==> src/rtl/usart_pkg.sv <==
`timescale 1ns/1ps
// Shared USART definitions: receiver state encoding, line levels and width helper.
package usart_pkg;

    typedef enum logic [2:0] {
        IDLE      = 3'd0,
        START     = 3'd1,
        DATA      = 3'd2,
        STOP      = 3'd3,
        WAIT_HIGH = 3'd4
    } rx_state_t;

    localparam int   CLKS_PER_BIT_DEFAULT = 16;
    localparam logic LINE_IDLE            = 1'b1;
    localparam logic START_LVL            = 1'b0;

    // Counter width able to hold 0..n-1, never narrower than one bit.
    function automatic int width_of(input int n);
        return (n > 1) ? $clog2(n) : 1;
    endfunction

endpackage

==> src/rtl/usart_rx_sync.sv <==
`timescale 1ns/1ps
// Two-flop synchroniser for the asynchronous serial line; resets to the idle level
// so a reset never looks like a start edge.
module usart_rx_sync
    import usart_pkg::*;
(
    input  logic clk,
    input  logic rst_n,
    input  logic rx_async,
    output logic rx_sync
);

    logic meta_d, meta_q;
    logic sync_d, sync_q;

    // Next-state of the two synchroniser stages.
    always_comb begin
        meta_d = rx_async;
        sync_d = meta_q;
    end

    // Synchroniser flops, preset to idle level.
    always_ff @(posedge clk or negedge rst_n) begin
        if (!rst_n) begin
            meta_q <= LINE_IDLE;
            sync_q <= LINE_IDLE;
        end else begin
            meta_q <= meta_d;
            sync_q <= sync_d;
        end
    end

    assign rx_sync = sync_q;

endmodule

==> src/rtl/usart_rx.sv <==
`timescale 1ns/1ps
// 8N1 serial receiver: oversampled start/data/stop detection with a valid/ready
// holding register, framing-error and overrun pulses.
module usart_rx
    import usart_pkg::*;
#(
    parameter int CLKS_PER_BIT = CLKS_PER_BIT_DEFAULT,
    parameter int DATA_BITS    = 8
) (
    input  logic                 CLK,
    input  logic                 CLR_N,
    input  logic                 RX,
    output logic [DATA_BITS-1:0] RX_DATA,
    output logic                 RX_VALID,
    input  logic                 RX_READY,
    output logic                 FRAME_ERR,
    output logic                 OVERRUN,
    output logic                 BUSY
);

    localparam int CW = width_of(CLKS_PER_BIT);
    localparam int IW = width_of(DATA_BITS);

    localparam logic [CW-1:0] CNT_ZERO = CW'(1'b0);
    localparam logic [CW-1:0] CNT_ONE  = CW'(1'b1);
    localparam logic [CW-1:0] CNT_HALF = CW'(CLKS_PER_BIT / 2 - 1);
    localparam logic [CW-1:0] CNT_LAST = CW'(CLKS_PER_BIT - 1);
    localparam logic [IW-1:0] IDX_ZERO = IW'(1'b0);
    localparam logic [IW-1:0] IDX_ONE  = IW'(1'b1);
    localparam logic [IW-1:0] IDX_LAST = IW'(DATA_BITS - 1);

    logic                 rx_s;
    logic                 good_s;
    rx_state_t            state_d, state_q;
    logic [CW-1:0]        cnt_d, cnt_q;
    logic [IW-1:0]        idx_d, idx_q;
    logic [DATA_BITS-1:0] shift_d, shift_q;
    logic [DATA_BITS-1:0] data_d, data_q;
    logic                 valid_d, valid_q;
    logic                 ferr_d, ferr_q;
    logic                 ovr_d, ovr_q;
    logic                 busy_d, busy_q;

    usart_rx_sync u_sync (
        .clk      (CLK),
        .rst_n    (CLR_N),
        .rx_async (RX),
        .rx_sync  (rx_s)
    );

    // Frame FSM, bit timing and holding-register next-state logic.
    always_comb begin
        state_d = state_q;
        cnt_d   = cnt_q;
        idx_d   = idx_q;
        shift_d = shift_q;
        data_d  = data_q;
        valid_d = valid_q;
        ferr_d  = 1'b0;
        ovr_d   = 1'b0;
        good_s  = 1'b0;

        case (state_q)
            IDLE: begin
                if (rx_s == START_LVL) begin
                    state_d = START;
                    cnt_d   = CNT_ZERO;
                end else begin
                    state_d = IDLE;
                end
            end
            START: begin
                if (cnt_q == CNT_HALF) begin
                    cnt_d = CNT_ZERO;
                    idx_d = IDX_ZERO;
                    if (rx_s == START_LVL) begin
                        state_d = DATA;
                    end else begin
                        state_d = IDLE;
                    end
                end else begin
                    cnt_d = cnt_q + CNT_ONE;
                end
            end
            DATA: begin
                if (cnt_q == CNT_LAST) begin
                    cnt_d   = CNT_ZERO;
                    // Line is LSB first, so each new bit enters at the top.
                    shift_d = shift_q >> 1'b1;
                    shift_d[DATA_BITS-1] = rx_s;
                    if (idx_q == IDX_LAST) begin
                        state_d = STOP;
                    end else begin
                        idx_d = idx_q + IDX_ONE;
                    end
                end else begin
                    cnt_d = cnt_q + CNT_ONE;
                end
            end
            STOP: begin
                if (cnt_q == CNT_LAST) begin
                    cnt_d = CNT_ZERO;
                    if (rx_s == LINE_IDLE) begin
                        state_d = IDLE;
                        good_s  = 1'b1;
                    end else begin
                        state_d = WAIT_HIGH;
                        ferr_d  = 1'b1;
                    end
                end else begin
                    cnt_d = cnt_q + CNT_ONE;
                end
            end
            WAIT_HIGH: begin
                if (rx_s == LINE_IDLE) begin
                    state_d = IDLE;
                    cnt_d   = CNT_ZERO;
                end else begin
                    state_d = WAIT_HIGH;
                end
            end
            default: begin
                state_d = IDLE;
                cnt_d   = CNT_ZERO;
            end
        endcase

        // A load coinciding with a read wins and keeps the register full.
        if (good_s) begin
            if (!valid_q || RX_READY) begin
                data_d  = shift_q;
                valid_d = 1'b1;
            end else begin
                ovr_d = 1'b1;
            end
        end else if (valid_q && RX_READY) begin
            valid_d = 1'b0;
        end else begin
            valid_d = valid_q;
        end

        busy_d = (state_d != IDLE);
    end

    // Receiver state and registered outputs.
    always_ff @(posedge CLK or negedge CLR_N) begin
        if (!CLR_N) begin
            state_q <= IDLE;
            cnt_q   <= CNT_ZERO;
            idx_q   <= IDX_ZERO;
            shift_q <= '0;
            data_q  <= '0;
            valid_q <= 1'b0;
            ferr_q  <= 1'b0;
            ovr_q   <= 1'b0;
            busy_q  <= 1'b0;
        end else begin
            state_q <= state_d;
            cnt_q   <= cnt_d;
            idx_q   <= idx_d;
            shift_q <= shift_d;
            data_q  <= data_d;
            valid_q <= valid_d;
            ferr_q  <= ferr_d;
            ovr_q   <= ovr_d;
            busy_q  <= busy_d;
        end
    end

    assign RX_DATA   = data_q;
    assign RX_VALID  = valid_q;
    assign FRAME_ERR = ferr_q;
    assign OVERRUN   = ovr_q;
    assign BUSY      = busy_q;

endmodule

==> config.mk <==
export PLATFORM = sky130hd
export DESIGN_NAME = usart_rx
export DESIGN_NICKNAME = d
export VERILOG_FILES = /design/src/rtl/usart_pkg.sv /design/src/rtl/usart_rx_sync.sv /design/src/rtl/usart_rx.sv
export SDC_FILE = /design/constraint.sdc
export NUM_CORES = 1
export LEC_CHECK = 0
export ABC_CLOCK_PERIOD_IN_PS = 3400
export CAP_MARGIN = 40
export CELL_PAD_IN_SITES_DETAIL_PLACEMENT = 1
export CELL_PAD_IN_SITES_GLOBAL_PLACEMENT = 2
export CORE_UTILIZATION = 40
export DETAILED_ROUTE_END_ITERATION = 6
export PLACE_DENSITY_LB_ADDON = 0.1
export SLEW_MARGIN = 20
export SYNTH_ARGS = -nofsm -noshare
export SYNTH_HDL_FRONTEND = slang
export SYNTH_SLANG_ARGS = --single-unit
==> constraint.sdc <==
create_clock -name CLK -period 3.4 [get_ports CLK]
set_input_delay 0.51 -clock CLK [delete_from_list [all_inputs] [get_ports CLK]]
set_output_delay 0.51 -clock CLK [all_outputs]
set_load 0.01 [all_outputs]
==> After elaboration in Yosys (flattened, before gate mapping) <==
Cells that the tools add are included.
{ "classes": {"add_sub_neg": 2, "n_mul": 0, "n_div": 0, "n_lt_le_gt_ge": 0, "n_eq_ne": 13, "shift": 0, "mux": 28, "bitwise": 0, "n_reduce_logical": 13} }
{ "op_table": {"columns": ["cell", "n"], "rows": [
  ["$mux W3", 8],
  ["$mux W4", 4],
  ["$pmux W4 S4", 1],
  ["$pmux W3 S5", 1],
  ["$mux W1", 12],
  ["$ne A2 B2 Y1 const B", 4],
  ["$reduce_and A2 Y1", 4],
  ["$eq A3 B2 Y1 const B", 2],
  ["$eq A3 B3 Y1 const B", 2],
  ["$pmux W3 S2", 1],
  ["$add A4 B1 Y4 const B", 1],
  ["$eq A4 B3 Y1 const B", 1],
  ["$eq A4 B4 Y1 const B", 1],
  ["$ne A2 B1 Y1 const B", 2],
  ["$reduce_and A4 Y1", 1],
  ["$reduce_bool A2 Y1", 2],
  ["$add A3 B1 Y3 const B", 1],
  ["$eq A3 B1 Y1 const B", 1],
  ["$logic_not A3 Y1", 1],
  ["$reduce_bool A3 Y1", 1],
  ["$mux W2", 1],
  ["$reduce_or A2 Y1", 1],
  ["$logic_and A1 B1 Y1", 1],
  ["$logic_not A1 Y1", 1],
  ["$logic_or A1 B1 Y1", 1]
]} }
{ "totals": {"regBits": 32, "latch_bits": 0, "mem_bits_rw": 0, "rom_bits": 0, "inputBits": 4, "output_inout_bits": 12, "wordCells": 67, "memories": 0} }

==> Depth between registers and ports, before layout <==
{ "logic_depth": {"word_depth": 5, "depth_mapped": 5, "mapped_depth_nobuf": 5} }

==> Hierarchy <==
Synthesis repeated with hierarchy kept, for this count alone.
{ "unflattened": {"hier_cells": 116, "hier_area_um2": 1427.6} }
{ "by_module_without_submodules": {"columns": ["mod", "n_inst", "cells_per_inst", "area_each_um2", "seq_area_each_um2"], "rows": [
  ["usart_rx", 1, 114, 1375.1, 750.7],
  ["usart_rx_sync", 1, 2, 52.6, 52.6]
]} }

==> Worst setup path before layout <==
OpenSTA, ideal clock, no wires.
{ "synth_timing": {"kind": "reg-to-reg", "startpoint": "reg u_sync.sync_q, in the netlist u_sync.rx_sync", "endpoint": "reg data_q[0], in the netlist RX_DATA[0]", "setup_time_ns": 0.125, "t_arrival_ns": 1.589, "path_slack_ns": 1.686, "path_stages_with_launch": 5, "path_buffers": 1, "period_less_slack_ns": 1.714, "path_cell_list": "dfstp_2 > clkbuf_2 > inv_1 > nor4b_4 > mux2_2"} }
{ "synth_between": {"elab_chain_len": 4} }
{ "synth_lines": {"columns": ["item", "line_no", "text"], "rows": [
  ["start: declaration", "usart_rx_sync.sv:14", "logic sync_d, sync_q;"],
  ["start signal: assignment", "usart_rx_sync.sv:29", "sync_q <= sync_d;"],
  ["$mux W1", "usart_rx.sv:103", "if (rx_s == LINE_IDLE) begin"],
  ["$mux W1", "usart_rx.sv:101", "if (cnt_q == CNT_LAST) begin"],
  ["$mux W1", "usart_rx.sv:63", "case (state_q)"],
  ["$reduce_and A2 Y1 (no line)", null, null],
  ["end signal: assignment", "usart_rx.sv:162", "data_q <= data_d;"],
  ["end: declaration", "usart_rx.sv:38", "logic [DATA_BITS-1:0] data_d, data_q;"]
]} }
Every way passes these cells.
A chain may end at the register's enable or synchronous reset.

==> Worst setup path after layout <==
{ "layout_timing": {"startpoint": "reg cnt_q[0]", "endpoint": "reg data_q[0], in the netlist RX_DATA[0]"} }
{ "layout_between": {"elab_chain_len": 4} }
{ "layout_lines": {"columns": ["item", "line_no", "text"], "rows": [
  ["start: declaration", "usart_rx.sv:35", "logic [CW-1:0] cnt_d, cnt_q;"],
  ["start signal: assignment", "usart_rx.sv:159", "cnt_q <= cnt_d;"],
  ["$eq A4 B4 Y1", "usart_rx.sv:101", null],
  ["$mux W1", "usart_rx.sv:101", null],
  ["$mux W1", "usart_rx.sv:63", null],
  ["$reduce_and A2 Y1 (no line)", null, null]
]} }
Every way passes these cells.

==> reports/metrics.csv <==
stage,metric,value,unit
synthesis,register bit total from synthesis,32,
cts,CTS sink count,32,
floorplanning,Die X,62.9,um
timing,Highest Clock Rate,485,MHz
final_layout,Ant. Diodes,0,
timing,Hold WS,0.359,ns
synthesis,post-synth top area cell,dfrtp_1,
timing,final worst path period share,0.606,
placement,DP HPWL,2120,um
power,Worst VDD drop,0.000282,V
timing,clk_skew,0.00403,ns
routing,Via-to-Cell Ratio,5.31,
timing,setup TNS,0,ns
synthesis,share of the synthesized area in the top cell type,0.506,
synthesis,Synth Cell Area,1480,sq um
cts,cts bufs inserted,5,
worst_setup_path,Startpoint Class,flip-flop,
timing,# setup viols final,0,
worst_setup_path,CP arrival,2.23,ns
cts,"Hold-fix buffers, CTS",0,
floorplanning,Die Height,62.9,um
power,Internal Power,783,uW
placement,pre-CTS WS,1.23,ns
routing,top sig layer,met4,
worst_setup_path,Crit Path Category,flip-flop to flip-flop,
cts,Clock Path Buffers,2,
worst_setup_path,slowest stage cell on the critical path,nor4b_4,
global_routing,vias in the first global route,1040,
routing,Final ANT Viol Nets,0,
floorplanning,Die ar.,3950,sq um
worst_hold_path,HP Class,flip-flop to flip-flop,
timing,Final Hold Violating Endpoints,0,
worst_setup_path,crit-path cells,ha_1 -> nand2_1 -> nor4b_4 -> mux2_2,
routing,Post-Route M1 WL,1400,um
routing,met2 wire len,1480,um
worst_setup_path,Crit path max-delay family,simple AND/OR/NAND/NOR gates,
cts,Resized cells post-CTS,0,
timing,slack of the critical path,1.34,ns
global_routing,first-pass GRT wire length,5300,um
cts,number of setup buffers added after CTS,0,
power,PD cells,662,nW/um^2
worst_setup_path,Required @ worst endpoint,3.57,ns
floorplanning,Rows,21,
worst_setup_path,Crit path largest cell delay,0.55,ns
synthesis,synthesized netlist cell count,117,
final_layout,share of post-route cells with drive strength above 1,0.248,
power,switching share of total power,0.329,
power,Psw,385,uW
placement,Cell Count Post-Placement,171,
job,# Max-Cap Violations,0,
power,part of the power in registers,0.466,
floorplanning,initial core utilization,0.431,
routing,Post-Route WL,3020,um
synthesis,sequential area share after synthesis,0.542,
synthesis,Synth area leaders,"dfrtp_1, mux2_2, dfstp_2",
synthesis,Synth Net Count,124,
run_status,status,"finished, final reports clean",
cts,CTS Root Cell,clkbuf_8,
global_routing,number of antenna violations at the first check in global routing,0,
timing,worst-margin pin slew,0.583,ns
routing,First-pass DRT Iterations,4,
cts,H-Tree Depth,2,
global_routing,GR Util All Layers,0.182,
power,P_leak,0.837,nW
final_layout,Layout area overhead,18.9,%
placement,GP Congestion,0.734,
routing,drt wl/cell,16.9,um
worst_setup_path,worst path bufs/invs,0,
worst_setup_path,crit-path max FO,9,
cts,"CTS clk-pin slew, worst paths",0.07,ns
placement,Port Buffers,15,
timing,max-slew violation total from the final report,0,
synthesis,ys async rst share,1.00,
final_layout,Finished Layout Cells,179,
global_routing,total global routing overflow,0,
final_layout,NumNets Final,139,
routing,routed vias,950,
power,clock share of power,0.306,
global_routing,pin count of the biggest net entering global routing,33,
routing,WL met3,85,um
routing,DRC,0,
timing,min cycle time layout,2.06,ns
final_layout,fin util,0.512,
timing,RSZ-0062 raised after global routing,false,
timing,relative slew slack,0.611,
floorplanning,# IOs,16,
synthesis,post-synth cell types,39,
floorplanning,Core ar.,3440,sq um
synthesis,"Top FF cell, synth",dfrtp_1,
cts,TritonCTS clock tree,built,
routing,Detailed Route Iter0 Violations,37,
cts,Skew-Pair Late Insertion Delay,0.28,ns
worst_setup_path,CP Capture Type,flip-flop,
power,Comb power frac,0.228,
synthesis,Syn Area/Cell,12.7,sq um
synthesis,number of synthesized flops with an enable pin,0,
synthesis,Ys Warns,0,
-- synthesized netlist by cell type, types with 2 or more instances --
cell / instances
a21oi_1: 3
buf_2: 3
buf_4: 2
clkbuf_1: 2
dfrtp_1: 30
dfstp_2: 2
ha_1: 3
inv_1: 3
mux2_2: 16
mux2i_1: 4
nand2_1: 6
nand2b_1: 2
nand3_1: 5
nor2_1: 6
o21ai_0: 4
o21bai_1: 3
-- sequential cells by signal, indices dropped and copies added (netlist names) --
| register | count |
|---|---|
| OVERRUN | 1 |
| shift_q | 8 |
| RX_DATA | 8 |
| state_q | 3 |
| u_sync.meta_q | 1 |
| idx_q | 3 |
| BUSY | 1 |
| RX_VALID | 1 |
| cnt_q | 4 |
| FRAME_ERR | 1 |
| u_sync.rx_sync | 1 |
-- per-layer routing --
layer | vias to the layer above | global-route usage
met4 | 0 | 0.0785
met1 | 477 | 0.224
met2 | 16 | 0.294
met5 | - | 0
li1 | 451 | -
met3 | 6 | 0.0547
-- power by group through the flow --
stage          clock [mW]  sequential [mW]  combinational [mW]
5_1_grt             0.382            0.560               0.297
3_5_place_dp            0            0.554               0.270
6_report            0.357            0.545               0.266
2_1_floorplan           0            0.471               0.279
3_3_place_gp            0            0.544               0.253
4_1_cts             0.366            0.546               0.270
-- cells in the final DEF (no fill, tap or decap), types with 2 or more instances in the layout --
master           instances
a21oi_1                  3
nand3_1                  5
clkbuf_8                 5
clkdlybuf4s50_1         15
o21ai_0                  4
nor2_1                   6
nand2b_1                 2
nand2_1                  6
dfrtp_1                 30
o21bai_1                 3
mux2_2                  16
mux2i_1                  4
dfstp_2                  2
inv_1                    3
ha_1                     3
-- final cells by class --
class	count	area, sq um
tap	46	57.6
clock buffer	6	72.6
timing repair buffer	16	158
multi-input combinational	74	626
inverter	3	11.3
fill	365	1680
clock inverter	2	35.0
sequential	32	803
-- cell families (layout without fill, tap and decap cells) --
family	Yosys count	in the layout	synth area share
buffers and inverters	11	27	0.0363
AO/OA/AOI/OAI	21	21	0.104
flip-flops	32	32	0.542
XOR/XNOR	2	2	0.0118
multiplexers	20	20	0.149
adder cells (fa/ha/maj)	3	3	0.0253
AND/OR/NAND/NOR	28	28	0.132
-- worst register-to-register path: stages, from the launching register on --
cell,delay [ns]
dfrtp_1,0.39
ha_1,0.35
nand2_1,0.24
nor4b_4,0.55
mux2_2,0.40
-- path summary, 6_finish.rpt --
kind / slack (ns) / endpoint / start / cells past startpoint
worst max-delay path: 1.34 / RX_DATA[0] / cnt_q[0] / 4
worst min-delay path: 0.36 / u_sync.rx_sync / u_sync.meta_q / 0
worst max register to register: 1.34 / RX_DATA[0] / cnt_q[0] / 4
worst min register to register: 0.36 / u_sync.rx_sync / u_sync.meta_q / 0
max in group asynchronous: 2.44 / u_sync.meta_q / CLR_N / 2
min in group asynchronous: 0.64 / cnt_q[2] / CLR_N / 2
-- metrics by stage --
stage                     power [mW]  area (sq um)
after CTS                       1.18          1760
after detailed placement       0.824          1660
after global placement         0.797          1660
final                           1.17          1760
after global routing            1.24          1760
after floorplan                0.750          1480
(Power assumes the default switching activity.)
